<file path="src/rtl/des_key_sched.sv">
// rtl/des_key_sched.sv - sequential DES key schedule streaming round subkeys over valid/ready
// Optional key parity check: DES_KEY_SCHED_PARITY_CHK_EN
module des_key_sched #(
    parameter int ROUNDS = 16
) (
    input  logic        clk_i,
    input  logic        rst_ni,
    input  logic        key_valid_i,
    output logic        key_ready_o,
    input  logic [63:0] key_i,
    input  logic        decrypt_i,
    output logic        subkey_valid_o,
    input  logic        subkey_ready_i,
    output logic [47:0] subkey_o,
    output logic [3:0]  round_o,
    output logic        last_o,
    output logic        busy_o,
    output logic        parity_err_o
);

    // DES bit numbering is 1-based from the MSB: DES bit n of the key is key_i[64-n].
    localparam int PC1_TAB [56] = '{
        57, 49, 41, 33, 25, 17,  9,  1, 58, 50, 42, 34, 26, 18,
        10,  2, 59, 51, 43, 35, 27, 19, 11,  3, 60, 52, 44, 36,
        63, 55, 47, 39, 31, 23, 15,  7, 62, 54, 46, 38, 30, 22,
        14,  6, 61, 53, 45, 37, 29, 21, 13,  5, 28, 20, 12,  4
    };

    localparam int PC2_TAB [48] = '{
        14, 17, 11, 24,  1,  5,  3, 28, 15,  6, 21, 10,
        23, 19, 12,  4, 26,  8, 16,  7, 27, 20, 13,  2,
        41, 52, 31, 37, 47, 55, 30, 40, 51, 45, 33, 48,
        44, 49, 39, 56, 34, 53, 46, 42, 50, 36, 29, 32
    };

    // Per-round left-rotation amount, round n in 1..16.
    function automatic logic [4:0] shift_amt(input logic [4:0] n);
        return (n == 5'd1 || n == 5'd2 || n == 5'd9 || n == 5'd16) ? 5'd1 : 5'd2;
    endfunction

    function automatic int cum_shift(input int n);
        int s;
        s = 0;
        for (int i = 1; i <= n; i++) begin
            s += (i == 1 || i == 2 || i == 9 || i == 16) ? 1 : 2;
        end
        return s;
    endfunction

    // Decrypt starts from the CD of the final round; for 16 rounds this wraps to 0.
    localparam logic [4:0] DEC_ROT  = 5'(cum_shift(ROUNDS) % 28);
    localparam logic [4:0] ENC_ROT  = 5'd1;
    localparam logic [3:0] LAST_CNT = 4'(ROUNDS - 1);

    // C occupies cd[55:28] (C bit 1 at cd[55]), D occupies cd[27:0].
    function automatic logic [55:0] pc1(input logic [63:0] k);
        logic [55:0] r;
        r = '0;
        for (int i = 0; i < 56; i++) begin
            r[6'(55 - i)] = k[6'(64 - PC1_TAB[i])];
        end
        return r;
    endfunction

    function automatic logic [47:0] pc2(input logic [55:0] cd);
        logic [47:0] r;
        r = '0;
        for (int j = 0; j < 48; j++) begin
            r[6'(47 - j)] = cd[6'(56 - PC2_TAB[j])];
        end
        return r;
    endfunction

    function automatic logic [27:0] rotl28(input logic [27:0] x, input logic [4:0] n);
        return (x << n) | (x >> (5'd28 - n));
    endfunction

    function automatic logic [27:0] rotr28(input logic [27:0] x, input logic [4:0] n);
        return (x >> n) | (x << (5'd28 - n));
    endfunction

    function automatic logic [55:0] rotl_cd(input logic [55:0] x, input logic [4:0] n);
        return {rotl28(x[55:28], n), rotl28(x[27:0], n)};
    endfunction

    function automatic logic [55:0] rotr_cd(input logic [55:0] x, input logic [4:0] n);
        return {rotr28(x[55:28], n), rotr28(x[27:0], n)};
    endfunction

    typedef enum logic {
        IDLE = 1'b0,
        EMIT = 1'b1
    } state_t;

    state_t      state_q;
    state_t      state_d;
    logic [55:0] cd_q;
    logic [3:0]  count_q;
    logic        dec_q;
    logic        key_par_ok;
    logic        key_fire;
    logic        sub_fire;

    assign key_fire = key_valid_i & key_ready_o & key_par_ok;
    assign sub_fire = subkey_valid_o & subkey_ready_i;

`ifdef DES_KEY_SCHED_PARITY_CHK_EN
    logic parity_err_q;

    // Every key byte must carry odd parity for the key to be accepted.
    always_comb begin
        key_par_ok = 1'b1;
        for (int b = 0; b < 8; b++) begin
            if (^key_i[b*8 +: 8] == 1'b0) begin
                key_par_ok = 1'b0;
            end
        end
    end

    // One-cycle error pulse following a rejected key handshake.
    always_ff @(posedge clk_i or negedge rst_ni) begin
        if (!rst_ni) begin
            parity_err_q <= 1'b0;
        end else begin
            parity_err_q <= key_valid_i & key_ready_o & ~key_par_ok;
        end
    end

    assign parity_err_o = parity_err_q;
`else
    logic unused_key_parity;

    assign key_par_ok        = 1'b1;
    assign parity_err_o      = 1'b0;
    assign unused_key_parity = ^{key_i[56], key_i[48], key_i[40], key_i[32],
                                 key_i[24], key_i[16], key_i[8],  key_i[0]};
`endif

    // FSM state register.
    always_ff @(posedge clk_i or negedge rst_ni) begin
        if (!rst_ni) begin
            state_q <= IDLE;
        end else begin
            state_q <= state_d;
        end
    end

    // FSM next state: one key at a time, back to IDLE after the final subkey is taken.
    always_comb begin
        state_d = state_q;
        case (state_q)
            IDLE:    if (key_fire) state_d = EMIT;
            EMIT:    if (sub_fire && last_o) state_d = IDLE;
            default: state_d = IDLE;
        endcase
    end

    // FSM outputs: subkey fields are forced to zero whenever no subkey is on offer.
    always_comb begin
        key_ready_o    = (state_q == IDLE);
        subkey_valid_o = (state_q == EMIT);
        busy_o         = (state_q == EMIT);
        subkey_o       = '0;
        round_o        = '0;
        last_o         = 1'b0;
        if (state_q == EMIT) begin
            subkey_o = pc2(cd_q);
            round_o  = dec_q ? (LAST_CNT - count_q) : count_q;
            last_o   = (count_q == LAST_CNT);
        end
    end

    // C/D rotation and round counter; CD only advances on a subkey handshake so stalls hold output.
    always_ff @(posedge clk_i or negedge rst_ni) begin
        if (!rst_ni) begin
            cd_q    <= '0;
            count_q <= '0;
            dec_q   <= 1'b0;
        end else if (key_fire) begin
            count_q <= '0;
            dec_q   <= decrypt_i;
            cd_q    <= decrypt_i ? rotl_cd(pc1(key_i), DEC_ROT) : rotl_cd(pc1(key_i), ENC_ROT);
        end else if (sub_fire && !last_o) begin
            count_q <= count_q + 4'd1;
            if (dec_q) begin
                cd_q <= rotr_cd(cd_q, shift_amt(5'(ROUNDS) - {1'b0, count_q}));
            end else begin
                cd_q <= rotl_cd(cd_q, shift_amt({1'b0, count_q} + 5'd2));
            end
        end
    end

endmodule

</file>
<file path="config.mk">
export PLATFORM = sky130hd
export DESIGN_NAME = des_key_sched
export DESIGN_NICKNAME = d
export VERILOG_FILES = /design/src/rtl/des_key_sched.sv
export SDC_FILE = /design/constraint.sdc
export NUM_CORES = 1
export LEC_CHECK = 0
export CORE_MARGIN = 1
export CORE_UTILIZATION = 45
export DETAILED_ROUTE_END_ITERATION = 8
export GPL_TIMING_DRIVEN = 0
export PLACE_DENSITY = 0.75
export SLEW_MARGIN = 20
export SYNTH_ARGS = -nofsm -noshare
export SYNTH_HDL_FRONTEND = slang
export SYNTH_SLANG_ARGS = --single-unit
</file>
<file path="constraint.sdc">
create_clock -name clk_i -period 3.2 [get_ports clk_i]
set_input_delay 0.48 -clock clk_i [delete_from_list [all_inputs] [get_ports clk_i]]
set_output_delay 0.48 -clock clk_i [all_outputs]
set_load 0.05 [all_outputs]
</file>
Word level (Yosys, flattened, before mapping)
Cells that the tools add are included.
{ "word_totals": {"regBits": 62, "inputBits": 69, "out_inout_bits": 57, "wordCells": 60} }
{ "classes": {"shift": 8, "eq_ne": 9, "reduce_logical": 10, "add_sub_neg": 6, "n_mux": 15, "bitwise_logic": 8} }
{ "ops": {"columns": ["op", "n"], "rows": [
  ["2-to-1 mux 56 bit", 3],
  ["OR 28 bit", 4],
  ["left shift 28 x 2 -> 28 bit", 2],
  ["left shift 28 x 5 -> 28 bit", 2],
  [">> shifter 28 x 2 -> 28 bit", 2],
  [">> shifter 28 x 5 -> 28 bit", 2],
  ["2-to-1 mux 33 bit", 1],
  ["2-to-1 mux 32 bit", 1],
  ["OR 28 x 1 -> 28 bit", 1],
  ["2-to-1 mux 4 bit", 4],
  ["equality test 5 x 1 -> 1 bit, second input constant", 2],
  ["equality test 5 x 2 -> 1 bit, second input constant", 2],
  ["equality test 5 x 4 -> 1 bit, second input constant", 2],
  ["equality test 5 bit, second input constant", 2],
  ["subtractor 3 x 3 -> 4 bit, first input constant", 2],
  ["logical OR 1 bit", 6],
  ["adder 4 x 2 -> 5 bit, second input constant", 1],
  ["subtractor 5 x 4 -> 5 bit, first input constant", 1],
  ["adder 4 x 1 -> 4 bit, second input constant", 1],
  ["equality test 4 bit, second input constant", 1],
  ["2-to-1 mux 2 bit", 2],
  ["subtractor 4 bit, first input constant", 1],
  ["2-to-1 mux 1 bit", 3],
  ["bitwise AND 1 bit", 2],
  ["other kinds (5)", 6]
]} }

Longest topological paths before layout
Gate-level depths: netlist (run 1).
{ "logic_depth": {"depth_word": 12, "ltp_mapped": 11, "mapped_depth_nobuf": 8} }

Worst setup path after synthesis (run 1)
OpenSTA, ideal clock, no wires.
{ "synth_path": {"path_kind": "register -> output", "startpoint": "reg state_q (netlist: busy_o)", "endpoint": "out round_o[0]", "n_path_buf": 0, "path_slack_ns": 0.852, "arrival_time_ns": 1.868, "stages_incl_launch_ff": 3, "required_time_ns": 2.720, "cell_sequence": "dfrtp_1 > inv_1 > nor2_1"} }
{ "synth_via": {"elab_chain_cells": 1} }
{ "synth_lines": {"columns": ["element", "line_no", "rtl"], "rows": [
  ["start, declared", "95", "state_t state_q;"],
  ["start signal, assigned", "144", "state_q <= state_d;"],
  ["2-to-1 mux 4 bit", "166", "if (state_q == EMIT) begin"],
  ["end, declared", "15", "output logic [3:0] round_o,"]
]} }
Every way passes these cells.

Final worst setup path (run 1)
{ "layout_path": {"startpoint": "reg count_q[1]", "endpoint": "out last_o"} }
{ "layout_via": {"elab_chain_cells": 2} }
{ "layout_lines": {"columns": ["element", "line_no", "rtl"], "rows": [
  ["start, declared", "98", "logic [3:0] count_q;"],
  ["start signal, assigned", "184", "count_q <= count_q + 4'd1;"],
  ["equality test 4 bit", "169", "last_o = (count_q == LAST_CNT);"],
  ["2-to-1 mux 1 bit", "166", null],
  ["end, declared", "16", "output logic last_o,"]
]} }
Every way passes these cells.

==> results of run 1 <==
==> cell usage in the layout, fill, tap and decap left out, drive strengths merged, types with 2 or more instances in the layout <==
cell           synthesis  routed
and3                   2       2
ha                     6       6
a32oi                  5       5
nor2b                  2       2
nor3                   5       5
o22ai                  6       6
clkinv                 0       4
clkdlybuf4s50          0      52
o32a                   3       3
inv                    5       5
and2                  28      28
clkbuf                21      31
a222oi                 3       3
a221oi                 6       6
conb                   1      23
o221ai                44      44
dfrtp                 62      62
xnor2                  6       6
o21ai                 10      10
nand2                 48      48
mux2i                114     114
mux2                   9       9
nor2                  21      21
a21oi                  6       6
buf                   42      44
nand2b                 2       2
==> layer usage <==
layer	up-vias	share of wire, %	GRT usage (%)
li1	1868	-	-
met1	1909	41	30.6
met2	158	50	42.2
met3	20	6.6	3.80
met4	0	2.5	10.4
met5	-	0	0
==> state kept, by name, summed over array words and instances, names as in the netlist, named ones only <==
name     flops
busy_o       1
cd_q        52
count_q      4
dec_q        1
==> report_power, final <==
group	internal (uW)	switching [uW]	total (uW)	leakage, uW
logic	1560	2250	3810	0.00159
clock network	271	313	583	0.0000817
registers	1110	462	1570	0.000793
==> critical path, cell delays in order (launching register included) <==
cell and delay [ns]:
dfrtp_1 0.53, ha_1 0.34, and3_1 0.18, clkbuf_1 0.24, and2_1 0.17, clkdlybuf4s50_1 0.79
==> cell type report <==
| class | instances | area share, % |
|---|---|---|
| buffer | 63 | 6.45 |
| tap | 133 | 3.02 |
| timing repair buffer | 54 | 10.1 |
| multi-input combinational | 360 | 49.1 |
| clock buffer | 10 | 2.32 |
| sequential | 62 | 28.2 |
| clock inverter | 5 | 0.500 |
| inverter | 5 | 0.341 |
==> stage by stage <==
step / TNS (ns) / total power (uW)
detailed placement: 0 / 5360
global route: 0 / 6330
CTS: 0 / 5950
global placement: -29.04 / 5260
floorplan: 0 / 4350
finish: 0 / 5960
==> timing repair <==
| action | CTS | global route |
|---|---|---|
| endpoints found under the hold margin | 0 | 0 |
| gates resized for setup | 1 | 0 |
| setup endpoints to repair | 10 | 0 |
==> cell families (layout without fill, tap and decap cells) <==
family	after synthesis	after routing	synth area share, %
AO/OA/AOI/OAI	90	90	15.8
other	1	23	0.0825
XOR/XNOR	7	7	1.35
multiplexers	123	123	27.3
AND/OR/NAND/NOR	111	111	11.5
buffers and inverters	68	137	8.20
flip-flops	62	62	34.1
adder cells (fa/ha/maj)	6	6	1.65
==> worst paths after layout <==
kind | from | cells after the start | endpoint
setup / recovery | count_q[1] | 5 | last_o
hold / removal | rst_ni | 1 | cd_q[24]
setup reg to reg | count_q[1] | 7 | cd_q[1]
hold reg to reg | cd_q[47] | 2 | cd_q[47]
max in group asynchronous | rst_ni | 2 | busy_o
min in group clk_i | cd_q[47] | 2 | cd_q[47]
==> flow_summary.yaml, run 1 <==
clocking:
  clk_pin_slew_ns: 0.08
  cts_num_sinks: 62
  cts_buffers: 9
  clkLatencyLatePin_ns: 0.36
  cts_tree: "done"
  postCtsHoldBufs: 0
  cts_setup_buffers: 0
  root_buffer: "clkbuf_8"
  htreeDepth: 3
  clockBufferDepth: 2
routing:
  drt_iter0_markers: 306
  via_per_inst: 5.72
  drcViolationCount: 0
  wl_per_cell_um: 17.6
  detail-route-antenna-nets: 0
  first_pass_iters: 5
  totalWireLength_um: 12200
  dr_total_vias: 3955
synth:
  ys_warn_count: 0
  netlist.area_leader.share_pct: 34.1
  synthArstFlopShare_pct: 100
  synth-seq-area-share_pct: 34.1
  synth_most_common_cell: "mux2i_1"
  synth.distinct_cells: 41
  synthCells: 468
  synthTopCellsByArea: "dfrtp_1 34%, mux2i_1 25%, o221ai_1 8.5%"
  synth_edf_count: 0
  yosysTopAreaCell: "dfrtp_1"
  syn_area_um2: 4550
  syn_area_per_cell_um2: 9.72
  ys_top_cells_by_count: "114 x mux2i_1, 62 x dfrtp_1, 48 x nand2_1, 44 x o221ai_1, 28 x and2_1"
  ys_seq_elements: 62
  ys.flop_type: "dfrtp_1"
final_layout:
  insertedDiodeCount: 0
  seq_area_um2: 1550
  stdcell_area_um2: 5510
  stdcell_count: 692
  layout.nets: 630
  multiInputGateArea_um2: 2710
  utilization_pct: 56.3
  n_fill_cell: 894
  drive_gt1_share_pct: 11.6
  syn_to_final_growth_pct: 21.1
sta:
  timing.fmax_mhz: 324
  setup_viol: 0
  whs_ns: 0.0147
  finalHoldViolCount: 0
  setup_ws_ns: 0.113
  skew_ns: 0.0139
  drv_slew: 0
  rsz0062_at_grt: "no"
  period_share_pct: 96.5
  post-route-min-period_ns: 3.09
  slew_headroom_pct: 35.6
  worst_slew_pin_slew_ns: 0.958
floorplanning:
  coreArea_um2: 9770
  die_area_um2: 10500
  num_io_pins: 126
  placementRows: 36
  initial_core_util_pct: 46.5
  die_x_um: 103
  dieHeight_um: 103
flow_run:
  cap_violations: 0
placement:
  dp.cells: 677
  place.gp.congestion: 0.895
  place_area_um2: 5350
  portBuffers: 53
  hpwl_um: 8650
  place_ws_ns: 0.357
critical_path:
  crit_type: "reg -> out"
  cp.required_ns: 2.72
  critPathLaunchType: "flip-flop"
  cp.arrival_ns: 2.61
  cp_max_fo: 9
  reg2reg_slack_ns: 0.49
  endpoint_kind: "primary output"
run_status:
  run_status: "finished, final reports clean"
hold_path:
  hold_class: "in -> async"
power_and_ir_drop:
  leakagePower_uw: 0.00246
  ir_worst_vdd_uv: 479
  power-per-cell-area_nw_per_um2: 1080
grt:
  grt_pass1_wl_um: 19600
  grt_max_degree: 43
  grt_usage_pct: 24.5
  grt_overflow: 0
  antenna_found_initial: 0
  grt_pass1_vias: 3807
(Power assumes the default switching activity.)
==> run 2, diff against run 1 <==
ABC_AREA = 1   (was default)
CORE_UTILIZATION = 51   (was 45)
PLACE_DENSITY = 0.81   (was 0.75)
==> flow_summary.yaml, run 2 <==
run_status:
  run_status: "finished, final reports clean"
synth:
  synth_most_common_cell: "nand2_1"
  synthCells: 813
  synth_edf_count: 0
  synth.distinct_cells: 29
  ys_seq_elements: 62
  ys_top_cells_by_count: "302 x nand2_1, 178 x nand3_1, 72 x inv_1, 62 x dfrtp_1, 28 x buf_4"
  synthTopCellsByArea: "dfrtp_1 31%, nand2_1 22%, nand3_1 18%"
  synthArstFlopShare_pct: 100
  syn_area_um2: 5060
  netlist.area_leader.share_pct: 30.6
  ys.flop_type: "dfrtp_1"
  ys_warn_count: 0
  syn_area_per_cell_um2: 6.23
  synth-seq-area-share_pct: 30.6
  yosysTopAreaCell: "dfrtp_1"
routing:
  detail-route-antenna-nets: 0
  totalWireLength_um: 15500
  drt_iter0_markers: 523
  first_pass_iters: 6
  dr_total_vias: 5770
  via_per_inst: 5.56
  drcViolationCount: 0
  wl_per_cell_um: 14.9
placement:
  portBuffers: 54
  place_area_um2: 5870
  hpwl_um: 10900
  place.gp.congestion: 0.938
floorplanning:
  die_area_um2: 10300
  num_io_pins: 126
  coreArea_um2: 9680
  die_x_um: 102
  initial_core_util_pct: 52.3
  placementRows: 36
  dieHeight_um: 102
final_layout:
  largest_reg_flops: 52
  stdcell_area_um2: 6100
  layout.nets: 976
  regMostFlops: "cd_q"
  reg.largest.list: "cd_q: 52 flops, count_q: 4 flops"
  syn_to_final_growth_pct: 20.4
  layout_commonest_cell: "nand2_1"
  insertedDiodeCount: 0
  drive_gt1_share_pct: 9.50
  final_cell_mix: "302 x nand2_1, 178 x nand3_1, 72 x inv_1"
critical_path:
  startpoint: "busy_o"
  path_cells: "buf_2 -> clkbuf_1 -> o21ai_0 -> a21oi_1 -> clkdlybuf4s50_1"
  cp_max_fo: 10
  endpoint_kind: "primary output"
  cp.required_ns: 2.72
  critPathSlowestCell: "clkdlybuf4s50_1"
  cp.arrival_ns: 2.62
  crit_type: "reg -> out"
  r2r-start: "count_q[1]"
  critPathLaunchType: "flip-flop"
  slowest_delay_ns: 0.83
sta:
  rsz0062_at_grt: "no"
  timing.fmax_mhz: 323
  slew_headroom_pct: 50.4
  post-route-min-period_ns: 3.10
  setup_viol: 0
  worst_slew_pin_slew_ns: 0.744
  skew_ns: 0.0108
  whs_ns: 0.0220
  finalHoldViolCount: 0
  drv_slew: 0
  period_share_pct: 96.7
power_and_ir_drop:
  ir_worst_vdd_uv: 628
  power-per-cell-area_nw_per_um2: 1350
  leakagePower_uw: 0.00322
hold_path:
  hold_class: "in -> async"
grt:
  grt_pass1_vias: 5045
  grt_overflow: 0
  grt_max_degree: 39
  grt_usage_pct: 31.3
  grt_pass1_wl_um: 25200
  antenna_found_initial: 0
clocking:
  cts_tree: "done"
  root_buffer: "clkbuf_8"
  cts_num_sinks: 62
  cts_setup_buffers: 0
  clockBufferDepth: 2
  htreeDepth: 3
  clkLatencyLatePin_ns: 0.36
  cts_buffers: 9
  clk_pin_slew_ns: 0.07
flow_run:
  cap_violations: 0
[run 2: final cells by class]
class | count | area [um2]
Buffer | 78 | 480
Clock buffer | 11 | 151
Clock inverter | 4 | 70.1
Fill cell | 927 | 3590
Inverter | 79 | 297
Multi-Input combinational cell | 616 | 2820
Sequential cell | 62 | 1550
Tap cell | 133 | 166
Timing Repair Buffer | 55 | 562
[run 2: path summary, 6_finish.rpt]
kind	endpoint	slack [ns]	cells after the start
setup / recovery	round_o[3]	0.10	5
hold / removal	cd_q[41]	0.02	1
setup reg to reg	cd_q[27]	0.92	13
hold reg to reg	cd_q[18]	0.53	2
max in group asynchronous	cd_q[3]	2.64	2
min in group clk_i	cd_q[18]	0.53	2
[run 2: power breakdown]
| group | internal, uW | switching [uW] | total [uW] |
|---|---|---|---|
| logic | 1900 | 3820 | 5720 |
| clock network | 475 | 341 | 816 |
| registers | 1180 | 510 | 1690 |
[run 2: timing repair]
action | 4_1_cts | 5_1_grt
setup endpoints to repair | 1 | 3
resized for setup | 1 | 4
hold buffers | 0 | 0
[run 2: worst max-delay path, delay by kind of cell, from the launching register on]
kind | cells | cell delay (ns)
AOI/OAI and AO/OA | 2 | 0.34
buffers and inverters | 3 | 1.55
DFF | 1 | 0.36
[run 2: routing by layer]
metal	global-route usage (%)	up-vias	routed length [um]
li1	-	2744	-
met1	41.7	2628	6480
met2	49.8	346	7060
met3	4.62	52	1430
met4	15.5	0	539
met5	0	-	0
[run 2: kinds of logic after synthesis]
kind of cell    share of synthesized area, %
simple gates                            43.4
buf+inv                                 15.3
compound gates                          9.12
flops                                   30.6
fa+ha+maj                               1.48
other cells                           0.0741
[run 2: metrics by stage]
| stage | worst slack, ns | std cells | power, uW | setup TNS [ns] | utilization, % |
|---|---|---|---|---|---|
| after global routing | 0.0292 | 1038 | 8850 | 0 | 63.0 |
| after global placement | -0.495 | 1022 | 7210 | -30.32 | 60.4 |
| after detailed placement | 0.359 | 1023 | 7270 | 0 | 60.6 |
| after floorplan | 0.685 | 835 | 5750 | 0 | - |
| final | 0.104 | 1038 | 8220 | 0 | 63.0 |
| after CTS | 0.0114 | 1038 | 8120 | 0 | 62.9 |
